## src/rtl/sprite_types_pkg.sv

```systemverilog
// sprite_types: shared types for the sprite pipeline in the clk_draw domain.
//   active_tilemap_addr_t : matcher entry, tilemap half (x_flip, tile_count, tilemap_addr)
//   active_bitmap_addr_t  : matcher entry, bitmap half (lb_addr screen x, tile_bitmap_addr)
//   tilemap_entry_t       : one tilemap word as seen by the fetcher (palette, tile)
//   fetch_state_t         : sprite_line_fetcher FSM state, also exported for debug
package sprite_types;

  localparam int MEM_AW_DEF  = 27;
  localparam int TILE_PIXELS = 8;
  localparam int PIXEL_BITS  = 4;
  localparam int TC_W        = 5;   // tile_count width, tile counter uses the same width
  localparam int LB_AW       = 11;
  localparam int IDX_W       = 9;

  typedef struct packed {
    logic                  x_flip;
    logic [TC_W-1:0]       tile_count;
    logic [MEM_AW_DEF-1:0] tilemap_addr;
  } active_tilemap_addr_t;

  typedef struct packed {
    logic [LB_AW-1:0]      lb_addr;
    logic [MEM_AW_DEF-1:0] tile_bitmap_addr;
  } active_bitmap_addr_t;

  typedef struct packed {
    logic [3:0]  palette;
    logic [11:0] tile;
  } tilemap_entry_t;

  typedef enum logic [2:0] {
    FS_IDLE  = 3'd0,
    FS_SEL   = 3'd1,
    FS_LATCH = 3'd2,
    FS_MAP   = 3'd3,
    FS_BMP   = 3'd4,
    FS_DRAW  = 3'd5,
    FS_DONE  = 3'd6
  } fetch_state_t;

endpackage

```

## src/rtl/sprite_row_shifter.sv

```systemverilog
// sprite_row_shifter: holds one bitmap row word (8 pixels x 4 bits) and the
// sprite's x_flip, and returns the pixel for a draw column. Each pixel covers
// two consecutive columns (pixel doubling).
// Ports:
//   clk_draw, rst_draw : clock, async active-high reset
//   load               : capture row_in / x_flip_in
//   row_in, x_flip_in  : row word and mirror flag
//   col                : draw column 0..15 within the tile
//   pixel              : 4-bit pixel for that column
module sprite_row_shifter
  import sprite_types::*;
(
  input  logic                  clk_draw,
  input  logic                  rst_draw,
  input  logic                  load,
  input  logic [31:0]           row_in,
  input  logic                  x_flip_in,
  input  logic [3:0]            col,
  output logic [PIXEL_BITS-1:0] pixel
);

  logic [31:0] row_q;
  logic        x_flip_q;
  logic [2:0]  p;

  always_ff @(posedge clk_draw or posedge rst_draw) begin
    if (rst_draw) begin
      row_q    <= '0;
      x_flip_q <= 1'b0;
    end else if (load) begin
      row_q    <= row_in;
      x_flip_q <= x_flip_in;
    end
  end

  // col>>1 picks the pixel; mirrored sprites read the row from the top nibble down.
  always_comb begin
    p = col[3:1];
    if (x_flip_q) p = 3'd7 - col[3:1];
    pixel = row_q[{p, 2'b00} +: PIXEL_BITS];
  end

endmodule

```

## src/rtl/sprite_line_fetcher.sv

```systemverilog
// sprite_line_fetcher: on each line pulse walks the matcher's active list,
// fetches one tilemap word and one bitmap row word per tile, and writes
// pixel-doubled, non-transparent pixels into the sprite line buffer.
// Optional build macro: SPRITE_LINE_FETCHER_OVERRUN_EN adds overrun and
// overrun_count (line pulse arriving while a walk is still in progress).
// Ports:
//   clk_draw, rst_draw       : draw clock, async active-high reset
//   line                     : start-of-line pulse, restarts the walk from any state
//   sprite_index             : active-list index presented to the matcher
//   valid, tilemap_addr,
//   bitmap_addr              : matcher entry, registered one cycle after sprite_index
//   mem_req/addr/ack/rdata   : word read port
//   lb_we, lb_addr, lb_data  : line-buffer write port, data = {palette, pixel}
//   overrun, overrun_count   : (macro only) abort pulse and saturating count
//   state_dbg                : current FSM state
//   busy                     : walk in progress (not IDLE/DONE)
//
// Memory handshake: mem_req is the valid, mem_ack the ready. While mem_req is
// high, mem_addr is stable and the request is held until a cycle with mem_ack;
// that cycle carries mem_rdata and completes the transfer. mem_ack seen without
// mem_req, or in the cycle of a line pulse, is ignored.
module sprite_line_fetcher
  import sprite_types::*;
#(
  parameter int LB_WIDTH = 640,
  parameter int MEM_AW   = MEM_AW_DEF
) (
  input  logic                 clk_draw,
  input  logic                 rst_draw,
  input  logic                 line,
  output logic [IDX_W-1:0]     sprite_index,
  input  logic                 valid,
  input  active_tilemap_addr_t tilemap_addr,
  input  active_bitmap_addr_t  bitmap_addr,
  output logic                 mem_req,
  output logic [MEM_AW-1:0]    mem_addr,
  input  logic                 mem_ack,
  input  logic [31:0]          mem_rdata,
  output logic                 lb_we,
  output logic [LB_AW-1:0]     lb_addr,
  output logic [7:0]           lb_data,
`ifdef SPRITE_LINE_FETCHER_OVERRUN_EN
  output logic                 overrun,
  output logic [15:0]          overrun_count,
`endif
  output fetch_state_t         state_dbg,
  output logic                 busy
);

  localparam logic [11:0] LB_LIMIT = 12'(LB_WIDTH);

  fetch_state_t state, state_nx;

  // Latched matcher entry and per-tile working state
  logic                  x_flip_q;
  logic [TC_W-1:0]       tc_q;
  logic [MEM_AW-1:0]     tmap_q;
  logic [MEM_AW-1:0]     bmp_q;
  logic [LB_AW-1:0]      lb_base_q;
  logic [TC_W-1:0]       t_q;
  logic [3:0]            c_q;
  tilemap_entry_t        ent_q;

  logic [IDX_W-1:0]      idx_inc;
  logic                  last_col;
  logic                  more_tiles;
  logic [TC_W-1:0]       tile_off;
  logic [LB_AW-1:0]      draw_addr;
  logic [PIXEL_BITS-1:0] pixel;
  logic                  row_load;

  assign idx_inc    = sprite_index + 9'd1;
  assign last_col   = (c_q == 4'd15);
  assign more_tiles = ({1'b0, t_q} + 6'd1) < {1'b0, tc_q};
  // Mirrored sprites fetch their tiles right to left.
  assign tile_off   = x_flip_q ? (tc_q - 5'd1 - t_q) : t_q;
  // Wraps at 11 bits; wrapped columns below LB_WIDTH are still drawn.
  assign draw_addr  = lb_base_q + {2'b00, t_q, 4'b0000} + {7'b0000000, c_q};
  assign row_load   = (state == FS_BMP) && mem_ack && !line;
  assign state_dbg  = state;

  sprite_row_shifter u_row (
    .clk_draw  (clk_draw),
    .rst_draw  (rst_draw),
    .load      (row_load),
    .row_in    (mem_rdata),
    .x_flip_in (x_flip_q),
    .col       (c_q),
    .pixel     (pixel)
  );

  // State register
  always_ff @(posedge clk_draw or posedge rst_draw) begin
    if (rst_draw) state <= FS_IDLE;
    else          state <= state_nx;
  end

  // Next-state logic; line overrides everything
  always_comb begin
    state_nx = state;
    if (line) begin
      state_nx = FS_SEL;
    end else begin
      case (state)
        FS_IDLE:  state_nx = FS_IDLE;
        FS_SEL:   state_nx = FS_LATCH;
        FS_LATCH: begin
          if (!valid)                              state_nx = FS_DONE;
          else if (tilemap_addr.tile_count == '0)  state_nx = (idx_inc == 9'd511) ? FS_DONE : FS_SEL;
          else                                     state_nx = FS_MAP;
        end
        FS_MAP:   if (mem_ack) state_nx = FS_BMP;
        FS_BMP:   if (mem_ack) state_nx = FS_DRAW;
        FS_DRAW: begin
          if (last_col) begin
            if (more_tiles) state_nx = FS_MAP;
            else            state_nx = (idx_inc == 9'd511) ? FS_DONE : FS_SEL;
          end
        end
        FS_DONE:  state_nx = FS_DONE;
        default:  state_nx = FS_IDLE;
      endcase
    end
  end

  // Output logic
  always_comb begin
    mem_req  = 1'b0;
    mem_addr = '0;
    lb_we    = 1'b0;
    lb_addr  = '0;
    lb_data  = '0;
    busy     = (state != FS_IDLE) && (state != FS_DONE);
    case (state)
      FS_MAP: begin
        mem_req  = 1'b1;
        mem_addr = tmap_q + MEM_AW'(tile_off);
      end
      FS_BMP: begin
        mem_req  = 1'b1;
        mem_addr = bmp_q + MEM_AW'(ent_q.tile);
      end
      FS_DRAW: begin
        lb_addr = draw_addr;
        lb_data = {ent_q.palette, pixel};
        lb_we   = (pixel != '0) && ({1'b0, draw_addr} < LB_LIMIT);
      end
      default: ;
    endcase
  end

  // Datapath registers
  always_ff @(posedge clk_draw or posedge rst_draw) begin
    if (rst_draw) begin
      sprite_index <= '0;
      x_flip_q     <= 1'b0;
      tc_q         <= '0;
      tmap_q       <= '0;
      bmp_q        <= '0;
      lb_base_q    <= '0;
      t_q          <= '0;
      c_q          <= '0;
      ent_q        <= '0;
    end else if (line) begin
      sprite_index <= '0;
    end else begin
      case (state)
        FS_LATCH: begin
          if (valid) begin
            x_flip_q  <= tilemap_addr.x_flip;
            tc_q      <= tilemap_addr.tile_count;
            tmap_q    <= MEM_AW'(tilemap_addr.tilemap_addr);
            bmp_q     <= MEM_AW'(bitmap_addr.tile_bitmap_addr);
            lb_base_q <= bitmap_addr.lb_addr;
            t_q       <= '0;
            if (tilemap_addr.tile_count == '0) sprite_index <= idx_inc;
          end
        end
        FS_MAP: begin
          c_q <= '0;
          if (mem_ack) ent_q <= tilemap_entry_t'(mem_rdata[15:0]);
        end
        FS_DRAW: begin
          c_q <= c_q + 4'd1;
          if (last_col) begin
            if (more_tiles) t_q <= t_q + 5'd1;
            else            sprite_index <= idx_inc;
          end
        end
        default: ;
      endcase
    end
  end

`ifdef SPRITE_LINE_FETCHER_OVERRUN_EN
  always_ff @(posedge clk_draw or posedge rst_draw) begin
    if (rst_draw) begin
      overrun       <= 1'b0;
      overrun_count <= '0;
    end else begin
      overrun <= line && busy;
      if (line && busy && (overrun_count != 16'hFFFF))
        overrun_count <= overrun_count + 16'd1;
    end
  end
`endif

endmodule

```

## config.mk

```make
export PLATFORM = sky130hd
export DESIGN_NAME = sprite_line_fetcher
export DESIGN_NICKNAME = d
export VERILOG_FILES = /design/src/rtl/sprite_types_pkg.sv /design/src/rtl/sprite_row_shifter.sv /design/src/rtl/sprite_line_fetcher.sv
export SDC_FILE = /design/constraint.sdc
export NUM_CORES = 1
export LEC_CHECK = 0
export CORE_MARGIN = 1
export CORE_UTILIZATION = 45
export DETAILED_ROUTE_END_ITERATION = 10
export PLACE_DENSITY = 0.78
export REMOVE_ABC_BUFFERS = 1
export SLEW_MARGIN = 20
export SYNTH_ARGS = -nofsm -noshare
export SYNTH_HDL_FRONTEND = slang
export SYNTH_HIERARCHICAL = 1
export SYNTH_SLANG_ARGS = --single-unit
```

## constraint.sdc

```tcl
create_clock -name clk_draw -period 5 [get_ports clk_draw]
set_clock_uncertainty 0.2 [all_clocks]
set_input_delay 1 -clock clk_draw [delete_from_list [all_inputs] [get_ports clk_draw]]
set_output_delay 1 -clock clk_draw [all_outputs]
set_load 0.02 [all_outputs]
```

# Yosys cells after proc, flatten, opt, wreduce, memory -nomap -nowiden
# Index checks and enable logic that the tools add are counted.
# word_totals
ff_bits	141
input_bits	108
# classes
addsub	11
order_cmp	2
eq_ne	18
shift	1
n_mux	27
n_bitwise	1
n_reduce_logical	18
# op_table
operator	n
case mux 27 bit (2 select lines)	1
2-to-1 mux 9 bit	5
indexed part select 32 x 6 -> 4 bit	1
adder 27 x 12 -> 27 bit	1
adder 27 x 5 -> 27 bit	1
2-to-1 mux 3 bit	9
inequality test 3 bit, second input constant	7
2-to-1 mux 5 bit	4
case mux 3 bit (6 select lines)	1
case mux 9 bit (2 select lines)	1
adder 11 x 4 -> 11 bit	1
adder 11 x 9 -> 11 bit	1
< comparator 11 x 10 -> 1 bit, second input constant	1
2-to-1 mux 11 bit	1
case mux 5 bit (2 select lines)	1
AND reduction 5 bit	2
adder 9 x 1 -> 9 bit, second input constant	1
== test 3 bit, second input constant	3
== test 9 bit, second input constant	1
AND reduction 3 bit	3
2-to-1 mux 8 bit	1
case mux 4 bit (2 select lines)	1
adder 5 x 1 -> 6 bit, second input constant	1
== test 3 x 2 -> 1 bit, second input constant	2
other kinds (19)	27

# Logic depth before layout (Yosys ltp)
# Gate-level depths: netlist of the first run.
# depth
ltp_word	7
mapped_depth	16
mapped_depth_nobuf	16

# By module
# Netlist of the first run, hierarchy kept.
# by_module_without_submodules
module	n_inst	cells_per_inst	area_each_um2	seq_area_each_um2
sprite_line_fetcher	1	733	7236.9	2702.6
sprite_row_shifter	1	144	1717.9	825.8

# Worst setup path after synthesis of the first run
# Ideal clock, no wire load.
# synth_timing
path_kind	register -> output
startpoint	reg t_q[0]
endpoint	out mem_addr[10]
arrival_time_ns	3.371
t_required_ns	3.800
slack_ns	0.429
stages_incl_launch_ff	17
path_buffers	0
cell_sequence	dfrtp_1 inv_1 ha_1 inv_1 fa_1 inv_1 a21o_1 a21oi_1 xnor2_1 nand2_1 xnor2_1 ha_1 o211ai_1 or4b_2 and3_1 o21a_1 nor2_1
# synth_via
elab_chain_cells	4
# synth_rtl
item	line	text
start: declaration	sprite_line_fetcher.sv:60	logic [TC_W-1:0] t_q;
start signal: assignment	sprite_line_fetcher.sv:186	if (more_tiles) t_q <= t_q + 5'd1;
subtractor 5 bit	sprite_line_fetcher.sv:76	assign tile_off = x_flip_q ? (tc_q - 5'd1 - t_q) : t_q;
2-to-1 mux 5 bit *	sprite_line_fetcher.sv:76	
adder 27 x 5 -> 27 bit *	sprite_line_fetcher.sv:137	mem_addr = tmap_q + MEM_AW'(tile_off);
case mux 27 bit (2 select lines) *	sprite_line_fetcher.sv:134	case (state)
end: declaration	sprite_line_fetcher.sv:36	output logic [MEM_AW-1:0] mem_addr,
# Mark *: on every way between the ends. The rest lies on a longest branch, timed or not.

# Worst setup path after layout of the first run
# layout_timing
startpoint	reg t_q[0]
endpoint	out mem_addr[21]
# Same word-level chain as after synthesis.

==> flow_summary.toml, run 1 <==
[outcome]
outcome = "completed"

[die]
boundaryPins = 169
die_y_um = 143
coreArea_um2 = 19500
fp-row-count = 51
start_util = 0.460
die_x_um = 143
dieArea_um2 = 20500

[global_routing]
grt_overflow = 0
antenna_found_initial = 0
grt_pass1_vias = 7267
grt.total_usage = 0.240
grt_max_degree = 64
grt_pass1_wl_mm = 37.8

[worst_setup_path]
path_class = "register to output port"
crit_required_ps = 3800
crit_arrival_ps = 3760
max_stage_delay_ps = 390
critical_path.slowest_cell = "dfrtp_1"
cp-end-kind = "output port"
cpMostUsedCell = "inv_2"
critPathLaunchType = "register"
path_cells = "inv_2 -> ha_4 -> inv_2 -> fa_2 -> inv_2 -> a21o_1 -> a21oi_2 -> xnor2_1 -> nand2_1 -> xnor2_2 -> ha_4 -> buf_4 -> a211o_1 -> nor3b_4 -> nand3_2 -> xor2_1 -> o22ai_1 -> buf_4"
worstPathMaxFanout = 6

[yosys]
ys_async_sr_fraction = 1.00
synth_top_family_by_area = "compound AO/OA/AOI/OAI gates"
synthCells = 877
synth_top_area_share = 0.394
muxShareOfSynthArea = 0.156
syn_area_um2 = 8950
ys_top_cells_by_area = "dfrtp_1, mux2_2, ha_1, xor2_1, xnor2_1"
synth-seq-cells = 141
yosysTopAreaCell = "dfrtp_1"
yosys.area_share.simple = 0.137
synth_ff_type = "dfrtp_1"
avgSynthCellArea_um2 = 10.2
synth_xor_area_frac = 0.0538
synth-adder-area-share = 0.0634
ys_warn_count = 6
yosysSeqAreaShare = 0.394
ys_types = 74
synth_compound_area_frac = 0.163
synth_edf_count = 0

[timing]
fin_crit_ps = 4960
slew_violations = 0
whs_ps = 296
fmax_ghz = 0.202
postLayoutSetupSlackWorst_ps = 41.0
setup_viol = 0
rsz0062_at_grt = "true"
slew_headroom = 0.464
max_slew.worst_pin.slew_ps = 803
hold_viol = 0
period_share = 0.992

[cts]
cts_buffer_depth = 2
postCtsHoldBufs = 0
cts_inserted_buffers = 17
insertion_delay_ps = 420
cts_root_buf = "clkbuf_16"
cts_tree = "done"
htree_num_levels = 4
cts_sinks = 141
cts.clk_slew.worst_paths_ps = 60

[placement]
place_hpwl_mm = 17.3
gp_congestion = 0.891
place_area_um2 = 11000
dp_cells = 1298
port_buffers = 168
place_ws_ps = -141

[cells_and_area]
utilization = 0.598
diodes = 0
fillCellCount = 1664
drive_above_1_share = 0.219
register_area_um2 = 3530
design_area_um2 = 11600
multi_input_area_um2 = 5260
final_cells = 1332
area_growth_pct = 29.9
layout.nets = 1206

[drt]
vias = 7659
wl_per_cell_um = 17.9
ant_nets = 0
wirelength_mm = 23.9
drt_iter0_drc = 555
avgViaCountPerCell = 5.75
drc = 0
drtPass1Iterations = 7

[hold_path]
hold_path.class = "register to register"

[power_and_ir_drop]
p_per_area_nw_per_um2 = 531
irDropWorstVdd_v = 0.000322
p_leak_nw = 5.03

[flow_run]
cap_violations = 0
## cell usage after synthesis (3+ instances only)
master / instances
dfrtp_1: 141
mux2_2: 118
nand2_1: 48
nor2_1: 47
o21ai_0: 41
a21oi_1: 40
ha_1: 39
inv_1: 34
xor2_1: 30
xnor2_1: 25
nor3_1: 23
o22ai_1: 21
nand3_1: 19
a21o_1: 15
buf_2: 15
clkbuf_1: 14
and2_1: 13
a211oi_1: 11
and3_1: 11
a31oi_1: 10
a22oi_1: 8
nand4_1: 8
or4_1: 8
a221oi_1: 7
and4_1: 7
a22o_1: 6
nand2b_1: 6
nand3b_1: 6
nor2b_1: 6
o21a_1: 6
o31ai_1: 6
or3_1: 6
buf_1: 5
mux2i_1: 5
o21bai_1: 5
a211o_1: 4
fa_1: 4
or3b_2: 4
a2bb2oi_1: 3
a32o_1: 3
nor3b_1: 3
nor4_1: 3
o41ai_1: 3
## worst paths after layout
kind | from | slack, ps | end | depth (start not counted)
max in group asynchronous | rst_draw | 2840 | state_dbg[1]$_DFFE_PP0P_ | 3
worst min register to register | ent_q[13]$_DFFE_PP0P_ | 300 | ent_q[13]$_DFFE_PP0P_ | 1
worst min-delay path | ent_q[13]$_DFFE_PP0P_ | 300 | ent_q[13]$_DFFE_PP0P_ | 1
min in group asynchronous | rst_draw | 880 | u_row/row_q[10]$_DFFE_PP0P_ | 3
worst max-delay path | t_q[0]$_DFFE_PP0P_ | 40 | mem_addr[21] | 18
worst max register to register | t_q[0]$_DFFE_PP0P_ | 1740 | sprite_index[1]$_DFFE_PP0P_ | 11
## power breakdown
group | internal, mW | switching (mW) | total [mW]
logic | 1.41 | 1.45 | 2.87
registers | 1.61 | 0.505 | 2.12
clock network | 0.694 | 0.497 | 1.19
total | 3.72 | 2.46 | 6.18
## state kept, by name (all words and copies together) (netlist names), 3 cells and up
signal / count
bmp_q: 27
c_q: 4
ent_q: 16
lb_base_q: 11
sprite_index: 9
state_dbg: 3
t_q: 5
tc_q: 5
tmap_q: 27
u_row/row_q: 32
## layout by cell type, fill, tap and decap left out, drive strengths merged, types with 6 or more instances in the layout
cell type	n
a211oi	11
a21o	15
a21oi	40
a221oi	7
a22o	6
a22oi	9
a31oi	11
and2	14
and3	11
and4	7
buf	41
clkbuf	26
clkdlybuf4s50	145
clkinv	7
dfrtp	141
ha	39
inv	35
mux2	119
nand2	49
nand2b	6
nand3	20
nand3b	6
nand4	8
nor2	47
nor2b	7
nor3	24
o21a	6
o21ai	41
o22ai	21
o31ai	7
or3	6
or4	8
xnor2	25
xor2	30
## metrics by stage
step	power (mW)	setup TNS (ps)
floorplan	3.99	0
global route	6.60	-1090
finish	6.18	0
global placement	4.82	-90.0
detailed placement	4.89	-296
CTS	6.12	-92.6
## cell families after synthesis
| group | Yosys count |
|---|---|
| XOR/XNOR | 55 |
| buffers and inverters | 71 |
| multiplexers | 124 |
| adder cells (fa/ha/maj) | 43 |
| AO/OA/AOI/OAI | 214 |
| flip-flops | 141 |
| AND/OR/NAND/NOR | 229 |
## layer usage
layer  GRT usage  part of all wire  vias to the layer above
li1            -                 -                     3617
met2       0.380              0.47                      272
met4      0.0832             0.022                        0
met5           0                 0                        -
met3      0.0634             0.065                       39
met1       0.316              0.44                     3731
## final cells by class
class / instances / area share
repair buffers: 196 / 0.158
inverters: 34 / 0.0112
flip-flops and latches: 141 / 0.303
well taps: 265 / 0.0285
clock buffers: 21 / 0.0387
clock inverters: 10 / 0.00796
multi-input cells: 665 / 0.452
## worst max-delay path: cells and delay by family (launching register included)
kind	cells	cell delay [ps]
XOR/XNOR	3	580
AO/OA/AOI/OAI	4	610
buffers and inverters	5	490
adder cells (fa/ha/maj)	3	700
flip-flops	1	390
AND/OR/NAND/NOR	3	580
## repair_timing
action | in CTS | in global routing
gates resized for setup | 65 | 50
hold endpoints to repair | 0 | 0
pin swaps | 1 | 17
setup buffers | 1 | 3
setup endpoints to repair | 21 | 24
(Power assumes the default switching activity.)
==> inputs of run 2 (changes only) <==
ABC_CLOCK_PERIOD_IN_PS = 5000   (was unset)
CTS_CLUSTER_SIZE = 14   (was unset)
==> results of run 2 <==
Same layout as run 1: the final DEF is identical, and so are final timing and power.
